**src/rtl/sd_crypt_pkg.sv**
```systemverilog
// Shared definitions for the SD XOR block engine: default widths, timeout and FSM state encodings.
package sd_crypt_pkg;

   localparam int DEF_DATA_WIDTH = 512;
   localparam int DEF_KEY_WIDTH  = 128;
   localparam int DEF_NUM_KEYS   = 4;
   localparam int DEF_ADDR_WIDTH = 32;
   localparam int DEF_CNT_WIDTH  = 8;
   localparam int DEF_TIMEOUT    = 65535;

   typedef enum logic [3:0] {
      ST_IDLE    = 4'd0,
      ST_RD_REQ  = 4'd1,
      ST_RD_WAIT = 4'd2,
      ST_XOR     = 4'd3,
      ST_WR_REQ  = 4'd4,
      ST_WR_WAIT = 4'd5,
      ST_NEXT    = 4'd6,
      ST_DONE    = 4'd7,
      ST_ERR     = 4'd8
   } state_t;

   // States in which the engine is waiting on the SD controller and may time out.
   function automatic logic is_timed(input state_t s);
      return (s == ST_RD_REQ) || (s == ST_RD_WAIT) || (s == ST_WR_REQ) || (s == ST_WR_WAIT);
   endfunction

endpackage

```
**src/rtl/sd_key_bank.sv**
```systemverilog
// Key slot storage: NUM_KEYS registers of KEY_WIDTH bits, one write port, asynchronous read port.
module sd_key_bank
   import sd_crypt_pkg::*;
#(
   parameter int KEY_WIDTH = DEF_KEY_WIDTH,
   parameter int NUM_KEYS  = DEF_NUM_KEYS
) (
   input  logic                        clk,
   input  logic                        rst,
   input  logic                        we,
   input  logic [$clog2(NUM_KEYS)-1:0] waddr,
   input  logic [KEY_WIDTH-1:0]        wdata,
   input  logic [$clog2(NUM_KEYS)-1:0] raddr,
   output logic [KEY_WIDTH-1:0]        rdata
);

   logic [KEY_WIDTH-1:0] slots [NUM_KEYS];

   always_ff @(posedge clk or posedge rst) begin
      if (rst) begin
         for (int i = 0; i < NUM_KEYS; i++) slots[i] <= '0;
      end else if (we) begin
         slots[waddr] <= wdata;
      end
   end

   assign rdata = slots[raddr];

endmodule

```
**src/rtl/sd_xor_block_engine.sv**
```systemverilog
// Multi-block in-place XOR cipher engine between the key bank and the SD controller.
// Optional build macro KEY_ROTATE_EN: rotate the working key left by one bit after each block.
module sd_xor_block_engine
   import sd_crypt_pkg::*;
#(
   parameter int DATA_WIDTH = DEF_DATA_WIDTH,
   parameter int KEY_WIDTH  = DEF_KEY_WIDTH,
   parameter int NUM_KEYS   = DEF_NUM_KEYS,
   parameter int ADDR_WIDTH = DEF_ADDR_WIDTH,
   parameter int CNT_WIDTH  = DEF_CNT_WIDTH,
   parameter int TIMEOUT    = DEF_TIMEOUT
) (
   input  logic                        clk,
   input  logic                        rst,
   input  logic                        start,
   input  logic [ADDR_WIDTH-1:0]       base_addr,
   input  logic [CNT_WIDTH-1:0]        blk_count,
   input  logic [$clog2(NUM_KEYS)-1:0] key_sel,
   input  logic                        key_we,
   input  logic [$clog2(NUM_KEYS)-1:0] key_waddr,
   input  logic [KEY_WIDTH-1:0]        key_wdata,
   output logic                        busy,
   output logic                        done,
   output logic                        error,
   output logic [CNT_WIDTH-1:0]        blocks_done,
   input  logic                        sd_ready,
   output logic                        sd_rd_req,
   output logic                        sd_wr_req,
   output logic [ADDR_WIDTH-1:0]       sd_addr,
   input  logic                        sd_rd_valid,
   input  logic [DATA_WIDTH-1:0]       sd_rd_data,
   output logic [DATA_WIDTH-1:0]       sd_wr_data,
   input  logic                        sd_wr_done
);

   localparam int TW   = $clog2(TIMEOUT + 1);
   localparam int REPS = DATA_WIDTH / KEY_WIDTH;

   state_t                state, next_state;
   logic [TW-1:0]         tcnt;
   logic                  timed_out;
   logic [CNT_WIDTH:0]    remaining;
   logic [ADDR_WIDTH-1:0] addr;
   logic [KEY_WIDTH-1:0]  key_rdata;
   logic [KEY_WIDTH-1:0]  work_key;
   logic [DATA_WIDTH-1:0] rd_buf;

   sd_key_bank #(
      .KEY_WIDTH (KEY_WIDTH),
      .NUM_KEYS  (NUM_KEYS)
   ) u_key_bank (
      .clk   (clk),
      .rst   (rst),
      .we    (key_we),
      .waddr (key_waddr),
      .wdata (key_wdata),
      .raddr (key_sel),
      .rdata (key_rdata)
   );

   // A timed state may be occupied for at most TIMEOUT cycles before ERR is entered.
   assign timed_out = (tcnt == TW'(TIMEOUT - 1));

   always_ff @(posedge clk or posedge rst) begin
      if (rst) state <= ST_IDLE;
      else     state <= next_state;
   end

   always_comb begin
      next_state = state;
      case (state)
         ST_IDLE:    if (start) next_state = ST_RD_REQ;
         ST_RD_REQ:  if (sd_ready) next_state = ST_RD_WAIT;
                     else if (timed_out) next_state = ST_ERR;
         ST_RD_WAIT: if (sd_rd_valid) next_state = ST_XOR;
                     else if (timed_out) next_state = ST_ERR;
         ST_XOR:     next_state = ST_WR_REQ;
         ST_WR_REQ:  if (sd_ready) next_state = ST_WR_WAIT;
                     else if (timed_out) next_state = ST_ERR;
         ST_WR_WAIT: if (sd_wr_done) next_state = ST_NEXT;
                     else if (timed_out) next_state = ST_ERR;
         ST_NEXT:    next_state = (remaining != {{CNT_WIDTH{1'b0}}, 1'b1}) ? ST_RD_REQ : ST_DONE;
         ST_DONE:    next_state = ST_IDLE;
         ST_ERR:     next_state = ST_IDLE;
         default:    next_state = ST_IDLE;
      endcase
   end

   always_comb begin
      busy  = 1'b0;
      done  = 1'b0;
      error = 1'b0;
      case (state)
         ST_IDLE: ;
         ST_DONE: done  = 1'b1;
         ST_ERR:  error = 1'b1;
         default: busy  = 1'b1;
      endcase
   end

   always_ff @(posedge clk or posedge rst) begin
      if (rst)                                        tcnt <= '0;
      else if (next_state != state || !is_timed(state)) tcnt <= '0;
      else                                            tcnt <= tcnt + 1'b1;
   end

   // Requests are registered pulses issued on the transition into the matching wait state.
   always_ff @(posedge clk or posedge rst) begin
      if (rst) begin
         sd_rd_req   <= 1'b0;
         sd_wr_req   <= 1'b0;
         addr        <= '0;
         remaining   <= '0;
         blocks_done <= '0;
         work_key    <= '0;
         rd_buf      <= '0;
         sd_wr_data  <= '0;
      end else begin
         sd_rd_req <= (state == ST_RD_REQ) && sd_ready;
         sd_wr_req <= (state == ST_WR_REQ) && sd_ready;
         case (state)
            ST_IDLE: if (start) begin
               addr        <= base_addr;
               remaining   <= (blk_count == '0) ? {1'b1, {CNT_WIDTH{1'b0}}} : {1'b0, blk_count};
               blocks_done <= '0;
               work_key    <= key_rdata;
            end
            ST_RD_WAIT: if (sd_rd_valid) rd_buf <= sd_rd_data;
            ST_XOR:     sd_wr_data <= rd_buf ^ {REPS{work_key}};
            ST_NEXT: begin
               addr        <= addr + 1'b1;
               blocks_done <= blocks_done + 1'b1;
               remaining   <= remaining - 1'b1;
`ifdef KEY_ROTATE_EN
               work_key    <= {work_key[KEY_WIDTH-2:0], work_key[KEY_WIDTH-1]};
`else
               work_key    <= work_key;
`endif
            end
            default: ;
         endcase
      end
   end

   assign sd_addr = addr;

endmodule

```
**config.mk**
```make
export PLATFORM = sky130hd
export DESIGN_NAME = sd_xor_block_engine
export DESIGN_NICKNAME = d
export VERILOG_FILES = /design/src/rtl/sd_crypt_pkg.sv /design/src/rtl/sd_key_bank.sv /design/src/rtl/sd_xor_block_engine.sv
export SDC_FILE = /design/constraint.sdc
export NUM_CORES = 2
export LEC_CHECK = 0
export BUFFER_PORTS_ARGS = -buffer_cell sky130_fd_sc_hd__buf_2
export CAP_MARGIN = 15
export CORE_AREA = 2 2 480 482
export CTS_CLUSTER_DIAMETER = 120
export CTS_CLUSTER_SIZE = 40
export DETAILED_ROUTE_END_ITERATION = 10
export DIE_AREA = 0 0 482 484
export SYNTH_ARGS = -nofsm -noshare
export SYNTH_HDL_FRONTEND = slang
export SYNTH_SLANG_ARGS = --single-unit
```
**constraint.sdc**
```tcl
create_clock -name clk -period 46.8 [get_ports clk]
set_clock_uncertainty 0.2 [all_clocks]
set_input_delay 2.34 -clock clk [delete_from_list [all_inputs] [get_ports clk]]
set_output_delay 2.34 -clock clk [all_outputs]
set_load 0.005 [all_outputs]
```
==> run summary <==
The flow ran to the end, and the final reports show no timing, DRC or antenna violations. The synthesized design spends more area on one cell type than any other, namely sky130_fd_sc_hd__dfrtp_1. At the end of routability-driven placement, the weighted congestion stood at 0.937. After the flow finishes, the layout carries non-filler instances totaling 9652. The routed via count divided by cell count is 4.89. Arrival time at the worst endpoint: 7.19 ns.

The net count after synthesis was 6301. Fraction of registers with async set or reset after synthesis: 1.00. The average instance in the mapped netlist occupies 12.9 µm².

Synthesis inferred 1735 register bits. The worst path meets setup with 40.16 ns of slack. The worst-case IR drop observed on VDD is 0.0000379 V.

The run gives 22500 as the filler cell count. TritonCTS built the clock tree. No sink is reached through more buffers than the 3 on the longest clock path. Once placement completed, the tool counted placed cells totaling 9499. The most numerous cell type found on the critical path is sky130_fd_sc_hd__buf_4.

The proportion of netlist area held by the largest area contributor was 0.601. The H-tree generated during clock tree synthesis spans 2 levels. The first global-routing pass estimated 348000 µm of wire. In this run the critical register-to-register path is captured at sd_wr_data[285]. The number of antenna violations at the first check in global routing was 163; the share of cells above drive strength 1 was 0.311.

Together, buffers and inverters on the worst path number 7. For this design the static power due to leakage is 36.2 nW. Prior to clock tree synthesis, the placed netlist has a worst setup slack of 39.15 ns. Data on the critical path is required at its endpoint by 47.35 ns. In this run, distinct cell masters in the synthesized netlist total 60. Measured along the x axis, the die boundary spans 482 µm. In this run the worst path has a maximum fanout of 178. The count of nets left with antenna violations once routing finished came out at 0.

Across all hold checks on the routed design, the worst slack comes to 0.283 ns. The run gives 245000 µm as the final wirelength. Startpoint of the lowest-slack register-to-register path: state[0]. The primary flip-flop cell chosen by synthesis mapping was sky130_fd_sc_hd__dfrtp_1. Global routing finished with a remaining overflow of 0. The share of the core filled with cells was 0.363; the initial DRC count was 3307.

Full die area: 233000 µm². The number of nets in the layout came out at 7230. After synthesis, the cell types taking the most area are sky130_fd_sc_hd__dfrtp_1 (60%), sky130_fd_sc_hd__mux2_2 (8.0%), sky130_fd_sc_hd__mux2_1 (8.0%), sky130_fd_sc_hd__xnor2_1 (6.2%), sky130_fd_sc_hd__mux4_2 (4.0%).

The ratio of final minimum period to clock period was 0.142; the clock transition at the registers of the reported paths was 0.14 ns. The headroom to the max-slew limit is 0.0454. In this run the number of cells on the critical path is 7. The number of cells on the worst reg-to-reg path is 9. The number of clock buffers added by TritonCTS is 56.

In this run, post-CTS hold repair placed 0 buffers. Yosys mapped a number of flops with a built-in enable equal to 0. The maximum clock frequency is 151 MHz, and the count of maximum capacitance violations is 0. The end point of the critical path was u_key_bank.slots[226]. The area occupied by multi-input gates was 27000 µm². Area growth from synthesis to final layout: 15.1%. Traced cell by cell, the critical path runs through buf_2 > clkinvlp_4 > buf_4 > buf_4 > buf_12 > buf_4 > buf_12.

The number of vias after detailed routing is 47200. The floorplan has 176 rows. Minimum clock period: 6.64 ns. Setup repair after global routing left no endpoint under its margin.

The run gives 0.601 as the sequential element share of the synthesized area. The height of the chip was 484 µm. The aggregate negative setup slack was 0 ns; the core outline area was 229000 µm². The critical path class was in -> async.

On the critical path the largest part of the delay comes from buffers and inverters. The sequential cells in the finished layout cover a total of 43400 µm². The clock root buffer was sky130_fd_sc_hd__clkbuf_16. After detailed routing, the average wire length per cell comes to 25.3 µm. The tightest min-delay check is of the reg -> reg type.

Setup slack on the worst reg-to-reg path comes out at 41.65 ns. The total DRC errors in the routed layout was 0. The largest individual stage delay along the critical path comes from the cell sky130_fd_sc_hd__buf_4.

For this run, the number of Yosys warnings is 0. On the worst path, the slowest cell contributes a delay of 0.84 ns. For the total iterations of the first detailed-routing run, the log shows 5. The global-route usage over all layers was 0.204.

Sorting the synthesized cells by how often they occur yields sky130_fd_sc_hd__dfrtp_1 (1735), sky130_fd_sc_hd__nor2_1 (553), sky130_fd_sc_hd__a21oi_1 (527). The worst setup path is launched from an input pin. The logs give 0 for the count of final hold-check violations and 1248 for the top-level I/O count.

Clock latency on the worst-skew pair, taken at its later pin, is 0.76 ns. Buffers placed on the I/O ports in this run total 1247. Entering global routing, the biggest net connects 197 pins. After clock tree synthesis, the setup repair step added 0 buffers. Setup violations remaining at the end of the flow were counted as 0. The transition time at the pin with the least slew margin is 1.43 ns, and the areal power density over the cells is 62.3 nW/µm². The run gives 72200 µm² as the cell area after synthesis.

The logs give 5604 for the post-synthesis instance total and 0 for the final count of pins violating max slew. By instance count, the leading cell after synthesis is sky130_fd_sc_hd__dfrtp_1. The initial standard-cell utilization of the core was 0.316. The launch point of the critical path was rst. The HPWL after detailed placement is 180000 µm. The worst setup path is captured at an async pin.

The total of cells resized after clock tree synthesis was 0; the count of clock tree sinks was 1735. The number of global-route vias before repair was 47200.
[layout by cell type (no fill, tap or decap), types with 19 or more instances in the layout]
| master | Yosys | final |
|---|---|---|
| sky130_fd_sc_hd__nand4_1 | 19 | 19 |
| sky130_fd_sc_hd__diode_2 | 0 | 77 |
| sky130_fd_sc_hd__mux2_1 | 512 | 512 |
| sky130_fd_sc_hd__xnor2_1 | 515 | 515 |
| sky130_fd_sc_hd__nand3_1 | 30 | 29 |
| sky130_fd_sc_hd__a21oi_1 | 527 | 527 |
| sky130_fd_sc_hd__clkbuf_16 | 0 | 56 |
| sky130_fd_sc_hd__dfrtp_1 | 1735 | 1735 |
| sky130_fd_sc_hd__buf_4 | 0 | 45 |
| sky130_fd_sc_hd__buf_2 | 119 | 1245 |
| sky130_fd_sc_hd__nor2_1 | 553 | 553 |
| sky130_fd_sc_hd__mux4_2 | 128 | 128 |
| sky130_fd_sc_hd__o21ai_0 | 22 | 22 |
| sky130_fd_sc_hd__nand2_1 | 452 | 450 |
| sky130_fd_sc_hd__mux2_2 | 513 | 513 |
[sequential cells by signal, indices dropped and copies added (netlist names)]
signal / flops
blocks_done: 8
rd_buf: 512
remaining: 9
sd_addr: 32
sd_rd_req: 1
sd_wr_data: 512
sd_wr_req: 1
state: 4
tcnt: 16
u_key_bank.slots: 512
work_key: 128
[layer usage]
layer	global-route usage	vias up	share of wire	wire length, µm
li1	-	20800	-	-
met1	0.269	24500	0.42	103000
met2	0.315	1427	0.46	112000
met3	0.0642	378	0.089	21800
met4	0.0699	50	0.031	7700
met5	0	-	0.0012	304
[worst min-delay path by stage]
stage / startpoint / cells past startpoint / slack (ns) / end
finish: tcnt[0] / 1 / 0.28 / tcnt[0]
global route: tcnt[0] / 1 / 0.31 / tcnt[0]
CTS: tcnt[0] / 1 / 0.29 / tcnt[0]
detailed placement: remaining[7] / 2 / 0.28 / remaining[7]
global placement: tcnt[0] / 1 / 0.27 / tcnt[0]
floorplan: tcnt[0] / 1 / 0.25 / tcnt[0]
[report_power, final]
| part | leakage, nW | internal [W] | switching (W) | total [W] |
|---|---|---|---|---|
| Clock | 0.839 | 0.000234 | 0.000500 | 0.000733 |
| Sequential | 20.5 | 0.00210 | 0.000564 | 0.00266 |
| Combinational | 14.9 | 0.000869 | 0.000916 | 0.00178 |
[per-stage QoR]
step | area (µm²) | total power (W)
after floorplan | 72200 | 0.00366
after global placement | 81100 | 0.00443
after detailed placement | 81100 | 0.00449
after CTS | 82800 | 0.00523
after global routing | 83000 | 0.00552
final | 83100 | 0.00518
[cell families (layout without fill, tap and decap cells)]
logic type / count (synthesis) / in the layout / share of synthesized area
compound gates: 611 / 611 / 0.0452
xor+xnor: 528 / 528 / 0.0641
fa+ha+maj: 6 / 6 / 0.00104
buf+inv: 446 / 1391 / 0.0253
flops: 1735 / 1735 / 0.601
mux: 1157 / 1157 / 0.200
other cells: 0 / 77 / 0
simple gates: 1121 / 1121 / 0.0626
[area by class of cell]
cell class | instances | area share
clock buffers | 56 | 0.0169
well taps | 3026 | 0.0456
multi-input cells | 3423 | 0.325
diodes | 77 | 0.00232
inverters | 12 | 0.000587
repair buffers | 1305 | 0.0827
flip-flops and latches | 1735 | 0.523
clock inverters | 18 | 0.00435
(Power assumes the default switching activity.)
